## src/rtl/alu_arbiter_pkg.sv

```systemverilog
// Shared definitions for the ALU arbiter: opcode map, FSM states, default width.
package alu_arbiter_pkg;

  localparam int unsigned DWIDTH_DEFAULT = 32;

  // ALU opcodes; 4'b1010..4'b1111 are unassigned and produce a zero result.
  localparam logic [3:0] OpAdd  = 4'b0000;
  localparam logic [3:0] OpSub  = 4'b0001;
  localparam logic [3:0] OpSll  = 4'b0010;
  localparam logic [3:0] OpSrl  = 4'b0011;
  localparam logic [3:0] OpSra  = 4'b0100;
  localparam logic [3:0] OpSlt  = 4'b0101;
  localparam logic [3:0] OpSltu = 4'b0110;
  localparam logic [3:0] OpXor  = 4'b0111;
  localparam logic [3:0] OpOr   = 4'b1000;
  localparam logic [3:0] OpAnd  = 4'b1001;

  typedef enum logic [0:0] {
    StIdle,
    StHold
  } arb_state_e;

endpackage

```

## src/rtl/alu_arbiter_alu.sv

```systemverilog
// Purely combinational ALU shared by all requesters of the arbiter.
module alu_arbiter_alu
  import alu_arbiter_pkg::*;
#(
  parameter int unsigned DWIDTH = DWIDTH_DEFAULT
) (
  input  logic [DWIDTH-1:0] a,
  input  logic [DWIDTH-1:0] b,
  input  logic [3:0]        op,
  output logic [DWIDTH-1:0] result,
  output logic              zero
);

  localparam int unsigned ShW = (DWIDTH > 1) ? $clog2(DWIDTH) : 1;

  logic [ShW-1:0] shamt;
  logic           lt_s;
  logic           lt_u;

  assign shamt = b[ShW-1:0];
  assign lt_s  = $signed(a) < $signed(b);
  assign lt_u  = a < b;

  // Opcode decode; add/sub wrap naturally at DWIDTH bits.
  always_comb begin
    result = '0;
    case (op)
      OpAdd:   result = a + b;
      OpSub:   result = a - b;
      OpSll:   result = a << shamt;
      OpSrl:   result = a >> shamt;
      OpSra:   result = $unsigned($signed(a) >>> shamt);
      OpSlt:   result = {{(DWIDTH-1){1'b0}}, lt_s};
      OpSltu:  result = {{(DWIDTH-1){1'b0}}, lt_u};
      OpXor:   result = a ^ b;
      OpOr:    result = a | b;
      OpAnd:   result = a & b;
      default: result = '0;
    endcase
  end

  assign zero = (result == '0);

endmodule

```

## src/rtl/alu_arbiter.sv

```systemverilog
// Round-robin arbiter time-sharing one ALU between NREQ requesters, one
// registered result held until its owner consumes it.
module alu_arbiter
  import alu_arbiter_pkg::*;
#(
  parameter int unsigned DWIDTH = DWIDTH_DEFAULT,
  parameter int unsigned NREQ   = 2
) (
  input  logic                        clk,
  input  logic                        reset_n,
  input  logic [NREQ-1:0]             req_valid,
  output logic [NREQ-1:0]             req_ready,
  input  logic [NREQ-1:0][DWIDTH-1:0] req_a,
  input  logic [NREQ-1:0][DWIDTH-1:0] req_b,
  input  logic [NREQ-1:0][3:0]        req_op,
  output logic [NREQ-1:0]             rsp_valid,
  input  logic [NREQ-1:0]             rsp_ready,
  output logic [DWIDTH-1:0]           rsp_result,
  output logic                        rsp_zero
);

  localparam int unsigned IdxW = (NREQ > 1) ? $clog2(NREQ) : 1;

  arb_state_e        state_q, state_d;
  logic [IdxW-1:0]   owner_q;
  logic [IdxW-1:0]   last_grant_q;
  logic [DWIDTH-1:0] result_q;
  logic              zero_q;

  logic              handshake;
  logic              accept;
  logic              grant_valid;
  logic [IdxW-1:0]   grant_idx;
  int unsigned       rr_idx;

  logic [DWIDTH-1:0] alu_result;
  logic              alu_zero;

  assign handshake   = (state_q == StHold) && rsp_ready[owner_q];
  assign accept      = (state_q == StIdle) || handshake;
  assign grant_valid = accept && (|req_valid);

  // Round-robin pick: search starts at the port after the last grant.
  always_comb begin
    grant_idx = '0;
    rr_idx    = 0;
    for (int unsigned i = NREQ; i >= 1; i--) begin
      rr_idx = (32'(last_grant_q) + i) % NREQ;
      if (req_valid[rr_idx]) begin
        grant_idx = IdxW'(rr_idx);
      end
    end
  end

  alu_arbiter_alu #(
    .DWIDTH(DWIDTH)
  ) u_alu (
    .a     (req_a[grant_idx]),
    .b     (req_b[grant_idx]),
    .op    (req_op[grant_idx]),
    .result(alu_result),
    .zero  (alu_zero)
  );

  // Next-state: stay in HOLD while the owner stalls, drop to IDLE when drained.
  always_comb begin
    state_d = state_q;
    if (grant_valid) begin
      state_d = StHold;
    end else if (accept) begin
      state_d = StIdle;
    end
  end

  // Outputs: ready pulses for the grantee, valid flags the owner while held.
  always_comb begin
    req_ready = '0;
    rsp_valid = '0;
    // Ready is gated by reset so it drops the moment reset asserts.
    if (grant_valid && reset_n) begin
      req_ready[grant_idx] = 1'b1;
    end
    if (state_q == StHold) begin
      rsp_valid[owner_q] = 1'b1;
    end
  end

  // State register.
  always_ff @(posedge clk or negedge reset_n) begin
    if (!reset_n) begin
      state_q <= StIdle;
    end else begin
      state_q <= state_d;
    end
  end

  // Result, owner and round-robin pointer capture on every grant.
  always_ff @(posedge clk or negedge reset_n) begin
    if (!reset_n) begin
      owner_q      <= '0;
      last_grant_q <= IdxW'(NREQ - 1);
      result_q     <= '0;
      zero_q       <= 1'b0;
    end else if (grant_valid) begin
      owner_q      <= grant_idx;
      last_grant_q <= grant_idx;
      result_q     <= alu_result;
      zero_q       <= alu_zero;
    end
  end

  assign rsp_result = result_q;
  assign rsp_zero   = zero_q;

endmodule

```

## config.mk

```make
export PLATFORM = sky130hd
export DESIGN_NAME = alu_arbiter
export DESIGN_NICKNAME = d
export VERILOG_FILES = /design/src/rtl/alu_arbiter_pkg.sv /design/src/rtl/alu_arbiter_alu.sv /design/src/rtl/alu_arbiter.sv
export SDC_FILE = /design/constraint.sdc
export NUM_CORES = 1
export LEC_CHECK = 0
export BUFFER_PORTS_ARGS = -buffer_cell sky130_fd_sc_hd__buf_4
export CAP_MARGIN = 20
export CORE_MARGIN = 2
export CORE_UTILIZATION = 40
export CTS_CLUSTER_DIAMETER = 150
export DETAILED_ROUTE_END_ITERATION = 10
export PLACE_DENSITY = 0.67
export SLEW_MARGIN = 20
export SYNTH_ARGS = -nofsm -noshare
export SYNTH_HDL_FRONTEND = slang
export SYNTH_SLANG_ARGS = --single-unit
```

## constraint.sdc

```tcl
create_clock -name clk -period 8.2 [get_ports clk]
set_clock_uncertainty 0.2 [all_clocks]
set_input_delay 1.23 -clock clk [delete_from_list [all_inputs] [get_ports clk]]
set_output_delay 1.23 -clock clk [all_outputs]
set_load 0.01 [all_outputs]
```

==> reports/results.ini, run 1 <==
[timing]
rsz0062_at_grt = false
tightest_slew_ps = 1080
holdWs_ps = 281
maxSlewViolCount = 0
setup_viol = 0
hold_violations = 0
max_freq_mhz = 149
tns_ps = 0
period_share_pct = 82.0
fin_crit_ps = 6720
timing.final.ws_setup_ps = 1480
max_slew_margin_pct = 25.9

[route]
via_per_inst = 6.52
vias = 16438
firstDrtPassIters = 6
first_iter_violations = 2177
ant_nets = 0
wl_um = 65600
routedWlPerCell_um = 26.0
remaining_drc_errors = 0

[synth]
synth_top_cell_area_share_pct = 15.9
synth_area_per_cell_um2 = 6.95
yosysUniqueCellTypes = 100
synth_edf_count = 0
syn_inst = 2000
synth_ff_type = dfrtp_1
synth_top_cell_by_area = mux2i_1
synth_common_cells = nand2_1, mux2i_1, nor2_1
ys_ff_latch = 36
yosysMostFrequentCell = nand2_1
yosysWarningCount = 0
synthArstFlopShare_pct = 100
synth.cell_area_um2 = 13900
ys_seq_area_share_pct = 6.49
syn_nets = 2242
synth_area_leaders = mux2i_1, nand2_1, ha_1

[setup_path]
path_buf_inv = 3
arrival_ps = 6690
critPathLaunchType = primary input
path_cells = buf_4, a21boi_4, buf_12, nand2_1, nand2_1, ha_1, inv_1, fa_1, nor2b_1, o21ai_1, a2111oi_0, nor2_1, a311oi_1, nor3_1, o21a_1, or4_1, a2bb2oi_1, and4b_1, nand4_1, o21ai_1
crit_family = compound AO/OA/AOI/OAI gates
slowest_stage = a2111oi_0
cp_slowest_stage_delay_ps = 960
critPathKind = in -> reg
crit_fanout = 91
worstPathRequired_ps = 8170
reg2reg_slack_ps = 2190
endpoint_kind = register

[finish]
antenna_cells = 0
area_growth_pct = 11.3
drive_gt1_share_pct = 15.7
nets = 2306

[power]
vdd_drop_max_v = 0.000123
power.leakage_nw = 7.08
p_int_mw = 1.11
p_sw_mw = 1.45
p_per_area_nw_per_um2 = 166
p_sw_share_pct = 56.6
p_clk_share_pct = 7.4
pwr-share-comb_pct = 81.2
sequentialPowerShare_pct = 11.3
p_total_mw = 2.57

[clock_tree]
cts_buffer_depth = 2
tritoncts = done
htree_levels = 2
cts_buffers = 5
cts_sinks = 36
clk_pin_slew_ps = 50
cts_resized = 0
cts-hold-fix-buffers = 0
root_buffer = clkbuf_16
clkLatencyLatePin_ps = 280
post_cts_buffers = 0

[place]
portBuffers = 178
place_ws_ps = 1370
hpwl_um = 51600
gp_congestion = 1.08

[global_route]
antenna_found_initial = 0
grt-ovfl-total = 0
grt.total_usage_pct = 35.2
grt_start_max_net_pins = 92
grt_pass1_vias = 15491
grt_pass1_wl_um = 97900

[outcome]
status = completed

[floorplan]
initial_utilization_pct = 40.4
rows = 68
fp.dieH_um = 190
die_w_um = 190
core_um2 = 34400
die_area_um2 = 36300
pin_count = 179

[min_path]
hold_path.class = reg -> reg

[run]
maxCapViolCount = 0

==> layer usage <==
layer,global-route usage [%],wire [um]
met1,47.4,27000
met2,54.6,28600
met3,4.71,5990
met4,18.1,4070
met5,0,0
==> registers in the layout, summed over array words and instances, names as in the netlist <==
name and cells:
rsp_result 32, last_grant_q 1, owner_q 1, rsp_zero 1, state_q 1
==> power by group through the flow <==
stage / clock network [mW] / logic (mW) / registers (mW)
3_3_place_gp: 0 / 2.02 / 0.292
5_1_grt: 0.202 / 2.23 / 0.300
2_1_floorplan: 0 / 1.30 / 0.317
4_1_cts: 0.193 / 2.03 / 0.292
6_report: 0.190 / 2.09 / 0.291
3_5_place_dp: 0 / 2.02 / 0.294
==> final cells by class <==
| cell class | count | area, um2 |
|---|---|---|
| fillers | 3567 | 18900 |
| inverters | 101 | 382 |
| well taps | 455 | 569 |
| multi-input cells | 1705 | 11800 |
| flip-flops and latches | 36 | 902 |
| repair buffers | 215 | 1630 |
| clock buffers | 8 | 146 |
==> worst min-delay path, cell delays in order (launching register included) <==
cell and delay [ps]:
dfrtp_1 340, nand2_1 50, nand2_1 60
==> final timing paths <==
check | from | endpoint | cells past startpoint
setup / recovery | req_valid[0] | rsp_zero | 20
hold / removal | rsp_result[20] | rsp_result[20] | 2
setup reg to reg | last_grant_q | rsp_zero | 19
hold reg to reg | rsp_result[20] | rsp_result[20] | 2
max in group asynchronous | reset_n | last_grant_q | 1
min in group asynchronous | reset_n | rsp_result[26] | 1
==> stage by stage <==
stage          utilization [%]  cell area, um2  std cells
2_1_floorplan                -           13900       2000
3_3_place_gp              44.6           15300       2512
3_5_place_dp              44.6           15300       2512
4_1_cts                   45.0           15500       2520
5_1_grt                   45.0           15500       2520
6_report                  45.0           15500       2520
==> kinds of logic (layout without fill, tap and decap cells) <==
| group | after synthesis | count (layout) | share of synthesized area [%] |
|---|---|---|---|
| adders and majority gates | 100 | 100 | 9.11 |
| buffers and inverters | 259 | 324 | 8.52 |
| DFF | 36 | 36 | 6.49 |
| and+or+nand+nor | 744 | 744 | 24.8 |
| AOI/OAI and AO/OA | 560 | 560 | 27.6 |
| xor gates and xnor gates | 10 | 10 | 0.630 |
| muxes | 291 | 291 | 22.8 |
==> placed cells by master, fill, tap and decap left out, types with 13 or more instances in the layout <==
master	count
a22oi_1	18
buf_4	214
dfrtp_1	35
a31oi_1	23
o31ai_1	14
nor4_1	18
ha_1	98
a221oi_1	17
nor3_1	58
a2111oi_0	14
and3_1	13
inv_1	97
nand4_1	17
o21ai_0	111
a21oi_1	110
nand2_1	356
o22ai_1	21
nor2_1	126
o211ai_1	27
a21o_1	20
mux2_2	51
mux2i_1	219
nand3_1	39
a211oi_1	36
nor2b_1	19
and2_1	18
(Power assumes the default switching activity.)
==> run 2, diff against run 1 <==
Clock period 8.2 ns to 6.2 ns, I/O delays scaled along.
==> reports/results.ini, run 2 (synthesis gave the netlist of run 1 again) <==
[min_path]
hold_end = rsp_result[0]
hold_path.class = reg -> reg
min-delay-start = rsp_result[0]
holdPathStages = 2  ; unchanged

[timing]
setup_viol = 0  ; unchanged
hold_violations = 0  ; unchanged
rsz0062_at_grt = false
max_slew_margin_pct = 29.1  ; +3.2 points
max_freq_mhz = 173
period_share_pct = 93.3
tns_ps = 0  ; unchanged
fin_crit_ps = 5780
maxSlewViolCount = 0  ; unchanged
holdWs_ps = 279  ; -2.28 ps
tightest_slew_ps = 1050  ; -29.5 ps
timing.final.ws_setup_ps = 418  ; -1060 ps

[setup_path]
crit_fanout = 21  ; -77%
reg2reg_slack_ps = 810  ; -1380 ps
reg2reg_from = last_grant_q
critPathLaunchType = primary input
critPathKind = in -> reg
worst_r2r_endpoint = rsp_zero
arrival_ps = 5750  ; -940 ps
endpoint_kind = register
worstPathRequired_ps = 6170  ; -2000 ps
ff2ff_path_depth = 19  ; unchanged

[route]
vias = 16932  ; +3.0%
routedWlPerCell_um = 26.1  ; +0.34%
via_per_inst = 6.45  ; -1.2%
ant_nets = 0  ; unchanged
first_iter_violations = 2060  ; -5.4%
wl_um = 68600  ; +4.6%
firstDrtPassIters = 5  ; -1
remaining_drc_errors = 0  ; unchanged

[finish]
nets = 2414  ; +4.7%
area_growth_pct = 17.8
drive_gt1_share_pct = 20.0  ; +4.3 points
layout_commonest_cell = nand2_1
utilization_pct = 47.6  ; +2.6 points
largest_reg_flops = 32  ; unchanged
n_fill_cell = 3585  ; +0.50%
antenna_cells = 0  ; unchanged
layout_common_cells = nand2_1, buf_4, mux2i_1

[floorplan]
rows = 68  ; unchanged
pin_count = 179  ; unchanged
die_w_um = 190  ; unchanged
fp.dieH_um = 190  ; unchanged
core_um2 = 34400  ; unchanged
initial_utilization_pct = 40.4  ; unchanged
die_area_um2 = 36300  ; unchanged

[global_route]
grt.total_usage_pct = 36.9  ; +1.8 points
grt_pass1_wl_um = 102000  ; +4.2%
grt-ovfl-total = 0  ; unchanged
grt_pass1_vias = 16205  ; +4.6%
grt_start_max_net_pins = 58  ; -37%
antenna_found_initial = 0  ; unchanged

[clock_tree]
cts-hold-fix-buffers = 0  ; unchanged
tritoncts = done
cts_buffers = 5  ; unchanged
root_buffer = clkbuf_16
clk_pin_slew_ps = 50  ; about the same
cts_sinks = 36  ; unchanged
cts_resized = 0  ; unchanged
clkLatencyLatePin_ps = 280  ; about the same
htree_levels = 2  ; unchanged
post_cts_buffers = 0  ; unchanged
cts_buffer_depth = 2  ; unchanged

[run]
maxCapViolCount = 0  ; unchanged

[place]
hpwl_um = 55100  ; +6.9%
gp_congestion = 1.05  ; -2.7%
portBuffers = 178  ; unchanged
place_ws_ps = 212  ; -1160 ps

[power]
power.leakage_nw = 7.63  ; +7.7%
vdd_drop_max_v = 0.000117  ; -4.8%
p_per_area_nw_per_um2 = 222  ; +34%

[outcome]
status = completed

## run 2: changes by cell type in the layout (fill, tap and decap cells not counted)
cell and change:
a2111oi_2 +1, clkbuf_8 +1, buf_12 +6, clkbuf_1 -2
mux2i_2 -1, buf_4 +102, a2111oi_0 -1, mux2i_4 +1
## run 2: area by class of cell
class | count | area, um2 | area share, %
multi-input cells | 1705 | 11900 | 72.4
repair buffers | 323 | 2510 | 15.3
flip-flops and latches | 36 | 902 | 5.51
well taps | 455 | 569 | 3.48
inverters | 101 | 382 | 2.33
clock buffers | 7 | 153 | 0.932
## run 2: worst max-delay path by stage
stage / start / end / depth (start not counted)
global route: req_valid[0] / rsp_zero / 19
floorplan: req_valid[1] / rsp_zero / 26
finish: req_valid[0] / rsp_zero / 20
global placement: req_valid[0] / rsp_zero / 19
CTS: req_valid[0] / rsp_zero / 19
detailed placement: req_valid[0] / rsp_zero / 19
## run 2: stage by stage
step | power [mW] | std cells | instance area [um2]
CTS | 3.57 | 2627 | 16400
floorplan | 2.15 | 2000 | 13900
finish | 3.64 | 2627 | 16400
detailed placement | 3.30 | 2620 | 16200
global route | 3.88 | 2627 | 16400
global placement | 3.29 | 2620 | 16200
## run 2: layer usage
metal	up-vias	GRT usage, %	share of wire, %
met3	194	5.56	8.4
li1	7714	-	-
met5	-	0	0
met2	914	56.9	43
met1	8110	48.9	42
met4	0	21.4	6.9
## run 2: power breakdown
part | switching, mW | internal, mW
logic | 1.83 | 1.17
clock network | 0.0905 | 0.168
registers | 0.0566 | 0.328
total | 1.98 | 1.66
## run 2: worst max-delay path, stage by stage
cell and delay, ps:
buf_4 140, a21boi_4 720, mux2_2 350, ha_1 190, inv_1 70, fa_1 460, nor2b_1 180, o21ai_1 100
a2111oi_0 470, buf_4 200, nor2_1 80, a311oi_1 350, buf_4 180, nor3_1 60, o21a_1 190, or4_1 510
a2bb2oi_1 170, and4b_1 210, nand4_1 90, o21ai_1 60
